**config.mk**
```make
export PLATFORM = sky130hd
export DESIGN_NAME = pc_fetch_unit
export DESIGN_NICKNAME = d
export VERILOG_FILES = /design/src/rtl/cpu_pkg.sv /design/src/rtl/next_pc_calc.sv /design/src/rtl/pc_fetch_unit.sv
export SDC_FILE = /design/constraint.sdc
export NUM_CORES = 1
export LEC_CHECK = 0
export ABC_AREA = 1
export BUFFER_PORTS_ARGS = -buffer_cell sky130_fd_sc_hd__buf_2
export CORE_UTILIZATION = 53
export DETAILED_ROUTE_END_ITERATION = 16
export GPL_TIMING_DRIVEN = 0
export PLACE_DENSITY = 0.83
export SKIP_CTS_REPAIR_TIMING = 1
export SLEW_MARGIN = 25
export SYNTH_ARGS = -nofsm -noshare
export SYNTH_HDL_FRONTEND = slang
export SYNTH_SLANG_ARGS = --single-unit
```
**constraint.sdc**
```tcl
create_clock -name clk -period 4 [get_ports clk]
set_clock_uncertainty 0.2 [all_clocks]
set_input_delay 0.4 -clock clk [delete_from_list [all_inputs] [get_ports clk]]
set_output_delay 0.4 -clock clk [all_outputs]
set_load 0.01 [all_outputs]
```
**src/rtl/cpu_pkg.sv**
```systemverilog
// rtl/cpu_pkg.sv - shared next-PC encodings, fetch FSM states and reset PC
package cpu_pkg;

  localparam logic [31:0] DEFAULT_RESET_PC = 32'h0000_0000;

  typedef enum logic [1:0] {
    PCS_SEQ = 2'b00,
    PCS_JR  = 2'b01,
    PCS_BR  = 2'b10,
    PCS_J   = 2'b11
  } pc_sel_e;

  typedef enum logic [1:0] {
    FETCH = 2'b00,
    WAIT  = 2'b01,
    ISSUE = 2'b10,
    HALT  = 2'b11
  } fetch_state_e;

  // Word offset of a conditional branch: sign-extended immediate scaled by 4.
  function automatic logic [31:0] branch_offset(input logic [15:0] imm);
    return {{14{imm[15]}}, imm, 2'b00};
  endfunction

endpackage

```
**src/rtl/next_pc_calc.sv**
```systemverilog
// rtl/next_pc_calc.sv - combinational next-PC selection with jr alignment check
module next_pc_calc
  import cpu_pkg::*;
(
  input  logic [31:0] pc,
  input  logic [31:0] pc_plus4,
  input  logic [25:0] inst_idx,
  input  logic [31:0] rs_data,
  input  logic [1:0]  pc_s,
  output logic [31:0] next_pc,
  output logic        misalign
);

  always_comb begin
    next_pc  = pc_plus4;
    misalign = 1'b0;
    case (pc_s)
      PCS_SEQ: next_pc = pc_plus4;
      PCS_JR: begin
        // A misaligned register target leaves the PC where it is.
        if (rs_data[1:0] != 2'b00) begin
          misalign = 1'b1;
          next_pc  = pc;
        end else begin
          next_pc = rs_data;
        end
      end
      PCS_BR:  next_pc = pc_plus4 + branch_offset(inst_idx[15:0]);
      PCS_J:   next_pc = {pc_plus4[31:28], inst_idx, 2'b00};
    endcase
  end

endmodule

```
**src/rtl/pc_fetch_unit.sv**
```systemverilog
// rtl/pc_fetch_unit.sv - program counter and single-outstanding instruction fetch
module pc_fetch_unit
  import cpu_pkg::*;
#(
  parameter logic [31:0] RESET_PC = DEFAULT_RESET_PC
) (
  input  logic        clk,
  input  logic        rst,
  input  logic [1:0]  PC_s,
  input  logic [31:0] rs_data,
  input  logic        inst_ack,
  output logic        imem_req,
  output logic [31:0] imem_addr,
  input  logic        imem_ready,
  input  logic        imem_rvalid,
  input  logic [31:0] imem_rdata,
  output logic [31:0] inst,
  output logic        inst_valid,
  output logic [5:0]  op,
  output logic [5:0]  func,
  output logic [31:0] PC,
  output logic [31:0] PC_plus4,
  output logic        misalign_err
);

  fetch_state_e state, state_next;
  logic [31:0]  pc_q;
  logic [31:0]  inst_q;
  logic         misalign_q;
  logic [31:0]  next_pc;
  logic         misalign;

  assign PC           = pc_q;
  assign PC_plus4     = pc_q + 32'd4;
  assign imem_addr    = pc_q;
  assign inst         = inst_q;
  assign op           = inst_q[31:26];
  assign func         = inst_q[5:0];
  assign misalign_err = misalign_q;

  next_pc_calc u_next_pc_calc (
    .pc       (pc_q),
    .pc_plus4 (PC_plus4),
    .inst_idx (inst_q[25:0]),
    .rs_data  (rs_data),
    .pc_s     (PC_s),
    .next_pc  (next_pc),
    .misalign (misalign)
  );

  always_ff @(posedge clk) begin
    if (rst) begin
      state <= FETCH;
    end else begin
      state <= state_next;
    end
  end

  always_comb begin
    state_next = state;
    imem_req   = 1'b0;
    inst_valid = 1'b0;
    case (state)
      FETCH: begin
        // Request is suppressed during the reset cycle itself.
        imem_req = !rst;
        if (imem_ready) state_next = WAIT;
      end
      WAIT: begin
        if (imem_rvalid) state_next = ISSUE;
      end
      ISSUE: begin
        inst_valid = 1'b1;
        if (inst_ack) state_next = misalign ? HALT : FETCH;
      end
      HALT: begin
        state_next = HALT;
      end
    endcase
  end

  always_ff @(posedge clk) begin
    if (rst) begin
      pc_q       <= RESET_PC;
      inst_q     <= 32'h0000_0000;
      misalign_q <= 1'b0;
    end else begin
      if (state == WAIT && imem_rvalid) begin
        inst_q <= imem_rdata;
      end
      if (state == ISSUE && inst_ack) begin
        if (misalign) begin
          misalign_q <= 1'b1;
        end else begin
          pc_q <= next_pc;
        end
      end
    end
  end

endmodule

```
== Word-level counts from Yosys, hierarchy flattened ==
Index checks and enable logic that the tools add are counted.
Cells by class
  $add $sub $neg: 2
  eq/ne operators: 10
  muxes and demuxes: 11
  bitwise logic cells: 1
  reductions and logical operators: 9
Operators by type and width (number)
  $pmux 32 s4: 1
  $add 32x3->32 const B: 1
  $add 32x32->32: 1
  $mux 32: 1
  $eq 2x2->1 const B: 4
  $mux 2: 4
  $ne 2x2->1 const B: 4
  $pmux 2 s4: 1
  $reduce_and 3->1: 2
  $eq 2x1->1 const B: 2
  $logic_not 2->1: 2
  $mux 1: 4
  $logic_and 1x1->1: 2
  $reduce_and 2->1: 1
  $reduce_bool 2->1: 1
  $logic_not 1->1: 1
  $not 1->1: 1
Word-level totals
  flip-flop bits (word level): 67
  input bits: 71
  output and inout port bits: 143
  logic and storage cells: 37

== Logic depth before layout (Yosys ltp) ==
  depth after elaboration: 6
  gate-level depth with buffers: 28
  gate-level depth less buffers: 28

== Cells and area by module ==
A second synthesis with hierarchy kept.
Second synthesis, totals
  cell total of the unflattened synthesis: 1198
  area, all modules: 6914.1 um2
Modules (own cells, without submodules)
  pc_fetch_unit: instances 1, cells an instance 535, area an instance 3631.0 um2, sequential area each 1341.3 um2
  next_pc_calc: instances 1, cells an instance 663, area an instance 3283.1 um2, sequential area each 0.0 um2

== Worst setup path after synthesis ==
OpenSTA, ideal clock, no wires.
  path type: reg-to-reg
  start: register pc_q[3], in the netlist PC[3]
  end: register pc_q[26], in the netlist PC[26]
  setup time: 0.135 ns
  data arrival time: 2.775 ns
  required time: 3.665 ns
  slack: 0.890 ns
  cell stages (with the launch flop): 25
  clock period less this slack: 3.110 ns
  cell sequence: dfxtp_1 > ha_1 > nand2_1 > inv_1 > nand2_1 > inv_2 > nand2_2 > nor2_4 > nand3_2 > nor2_1 > nand2_1 > nand2_1 > inv_1 > ha_1 > nand2_1 > nor2_1 > inv_1 > nor3_1 > nand3_1 > nand3_1 > nand2_1 > nand3_1 > nand2_1 > nand2_1 > a21oi_1
Between the ends
  longest elaborated chain between the ends: 3
Ends and longest elaborated chain
  start: declaration: line pc_fetch_unit.sv:27  | logic [31:0] pc_q;
  start signal: assignment: line pc_fetch_unit.sv:95  | pc_q <= next_pc;
  $add 32x3->32: line pc_fetch_unit.sv:34  | assign PC_plus4 = pc_q + 32'd4;
  net PC_plus4[20]: line pc_fetch_unit.sv:22  | output logic [31:0] PC_plus4,
  $add 32x32->32: line next_pc_calc.sv:28  | PCS_BR: next_pc = pc_plus4 + branch_offset(inst_idx[15:0]);
  $pmux 32 s4: line next_pc_calc.sv:17  | case (pc_s)
The timed path passes the listed nets, and every way through them passes these cells.
A chain may end at the register's enable or synchronous reset.

== Worst setup path in the final report ==
  start: register pc_q[3], in the netlist PC[3]
  end: register pc_q[30], in the netlist PC[30]
Between the ends
  longest elaborated chain between the ends: 3
Ends and longest elaborated chain (line)
  $add 32x3->32 (*): pc_fetch_unit.sv:34
  $add 32x32->32: next_pc_calc.sv:28
  $pmux 32 s4 (*): next_pc_calc.sv:17
Mark *: on every way between the ends. The rest lies on a longest branch, timed or not.

==> reports/metrics.yaml <==
synth:
  avgSynthCellArea_um2: 5.96
  syn_nets: 1209
  yosysMostFrequentCell: "nand2_1"
  ys.flop_type: "dfxtp_1"
  synth_top_area_share_pct: 20.4
  synth_top_area_cell: "dfxtp_1"
  async_flop_share_pct: 0
  synth-seq-cells: 67
  yosysSeqAreaShare_pct: 20.4
  synth_warnings: 0
  synth.area.top_cells: "dfxtp_1 20%, nand2_1 17%, inv_1 9.7%, a21oi_1 7.3%, ha_1 6.5%"
  yosysUniqueCellTypes: 44
  synthesis.area_um2: 6570
  synth_edf_count: 0
  ys_top_cells_by_count: "304 x nand2_1, 170 x inv_1, 96 x a21oi_1"
  synthCells: 1103
placed_design:
  dp_slack_ns: 0.182
  hpwl_um: 20500
  place_area_um2: 7850
  gp_congestion: 1.00
  io_buffers: 213
power:
  p_int_w: 0.00160
  swShare_pct: 38.3
  comb_power_share_pct: 35.7
  leakage_nw: 4.58
  clkPwrFrac_pct: 30.6
  p_seq_share_pct: 33.6
  ir_worst_vdd_v: 0.000306
  p_per_area_nw_per_um2: 319
  switchingPower_w: 0.000995
routing:
  ant_nets: 0
  first_pass_iters: 8
  viasPerCell: 5.43
  totalWireLength_um: 25000
  routedWlPerCell_um: 16.6
  vias: 8149
  drc_errors: 0
  drtIter0Drc: 767
timing:
  max_freq_mhz: 264
  setup_viol: 0
  fin_setup_tns_ns: 0
  worst_pin_slew_ns: 0.808
  fin_crit_ns: 3.79
  slew_headroom_pct: 46.1
  slew_violations: 0
  timing.final.crit_share_pct: 94.8
  rsz0062_at_grt: "false"
  hold_viol: 0
  holdWs_ns: 0.134
  fin_ws_ns: 0.210
grt:
  grt_usage_pct: 38.6
  grt_pass1_wl_um: 37600
  grt_start_max_net_pins: 21
  grt_pass1_vias: 7355
  overflow: 0
  antenna_found_initial: 0
outcome:
  status: "complete, no violations"
clock_tree:
  cts-root-buf: "clkbuf_16"
  cts_buffers: 9
  clkSlewWorstSetupHoldPaths_ns: 0.06
  numClockSinks: 67
  clockBufferDepth: 2
  clock_latency_ns: 0.34
  cts_max_level: 3
  cts_tree: "yes"
worst_setup_path:
  critical_path_arrival_ns: 3.86
  path_max_fanout: 6
  critical_path_required_ns: 4.07
  worstSetupStartpointType: "flip-flop"
  worstReg2RegStart: "PC[3]$_SDFFE_PP0P_"
  worst_setup_path_end_kind: "flip-flop"
  critPathLaunch: "PC[3]$_SDFFE_PP0P_"
  critPathKind: "reg2reg"
cells_and_area:
  area_growth_pct: 24.2
  diodes: 0
  drive_above_1_share_pct: 25.6
  fin_nets: 1435
  postLayoutCellArea_um2: 8160
floorplanning:
  die_x_um: 113
  rows: 40
  initial_core_util_pct: 54.5
  die-area_um2: 12800
  io_pins: 214
  die_h_um: 113
  core-area_um2: 12100
min_path:
  min_from: "imem_rdata[31]"
  hp-class: "in2reg"
run:
  drv_cap: 0
==> stage by stage <==
stage	instances	util, %	total power, W
after CTS	1500	67.4	0.00258
after floorplan	1103	-	0.00143
final	1502	67.6	0.00260
after detailed placement	1484	65.1	0.00179
after global placement	1484	65.1	0.00178
after global routing	1502	67.6	0.00271
==> worst paths after layout <==
path / to / slack, ns / cells after the start
min reg2reg: inst[27]$_SDFFE_PP0P_ / 0.27 / 2
min: inst[31]$_SDFFE_PP0P_ / 0.13 / 3
max: PC[30]$_SDFFE_PP0P_ / 0.21 / 23
max reg2reg: PC[30]$_SDFFE_PP0P_ / 0.21 / 23
==> power by group through the flow <==
stage | sequential (W) | clock (W) | combinational (W)
6_report | 0.000874 | 0.000796 | 0.000928
5_1_grt | 0.000883 | 0.000817 | 0.00101
4_1_cts | 0.000870 | 0.000790 | 0.000915
3_5_place_dp | 0.000883 | 0 | 0.000910
3_3_place_gp | 0.000882 | 0 | 0.000896
2_1_floorplan | 0.000885 | 0 | 0.000545
==> cell families (layout without fill, tap and decap cells) <==
family	after synthesis	count (layout)	share of synthesized area, %
xor gates and xnor gates	23	23	3.18
and+or+nand+nor	511	511	33.8
DFF	67	67	20.4
AOI/OAI and AO/OA	210	210	18.0
buffers and inverters	257	488	17.8
adders and majority gates	35	35	6.78
==> worst max-delay path: stages (launching register included) <==
cell      delay [ns]
dfxtp_2         0.40
ha_2            0.25
nand2_1         0.06
inv_1           0.12
nand2_1         0.07
inv_2           0.11
nand2_2         0.11
nor2_4          0.15
buf_4           0.12
xnor2_1         0.11
clkinv_1        0.19
ha_1            0.41
nand2_1         0.13
nor2_1          0.16
inv_1           0.07
nor2_1          0.14
nand2_1         0.07
nand3_1         0.19
nand2_1         0.15
nand3_1         0.11
nand3_1         0.11
nand2_1         0.10
nand2_1         0.06
a21oi_1         0.13
==> metal layers <==
metal  vias to the layer above  global-route usage, %  share of wire (%)
met1                      3630                   47.7                 40
li1                       3963                      -                  -
met2                       473                   63.8                 44
met5                         -                      0                  0
met4                         0                   21.1                5.5
met3                        83                   7.07                9.9
==> flip-flops by register name (all words and copies together), names as in the netlist <==
| name | flops |
|---|---|
| PC | 32 |
| inst | 32 |
| state | 2 |
| misalign_err | 1 |
==> area by class of cell <==
cell class                 count  area, um2
buffer                        78        498
timing repair buffer         215       1080
fill                        1185       3900
multi-input combinational    779       4070
clock buffer                  11        233
clock inverter                 5       53.8
tap                          168        210
inverter                     179        672
sequential                    67       1340
==> cells in the final DEF (no fill, tap or decap), types with 4 or more instances in the layout <==
master       n
nand3b_1     4
nor3_2       7
clkbuf_16    9
nand2_1    304
clkbuf_1    19
nor2_1      76
o21ai_0     65
nand2_2      8
nand3_1     65
o21ai_1      5
xor2_1      13
xnor2_1      9
a21o_1       5
buf_2      224
o21bai_1     4
dfxtp_1     65
ha_1        33
inv_2        6
nand3_2      4
nor2_2       8
a21oi_2      4
or2_2        5
a221oi_1    17
inv_1      170
nand4_1     14
buf_4       51
nor3_1       7
a21oi_1     96
o22ai_1      4
No activity file was read; power rests on OpenSTA's default activity.
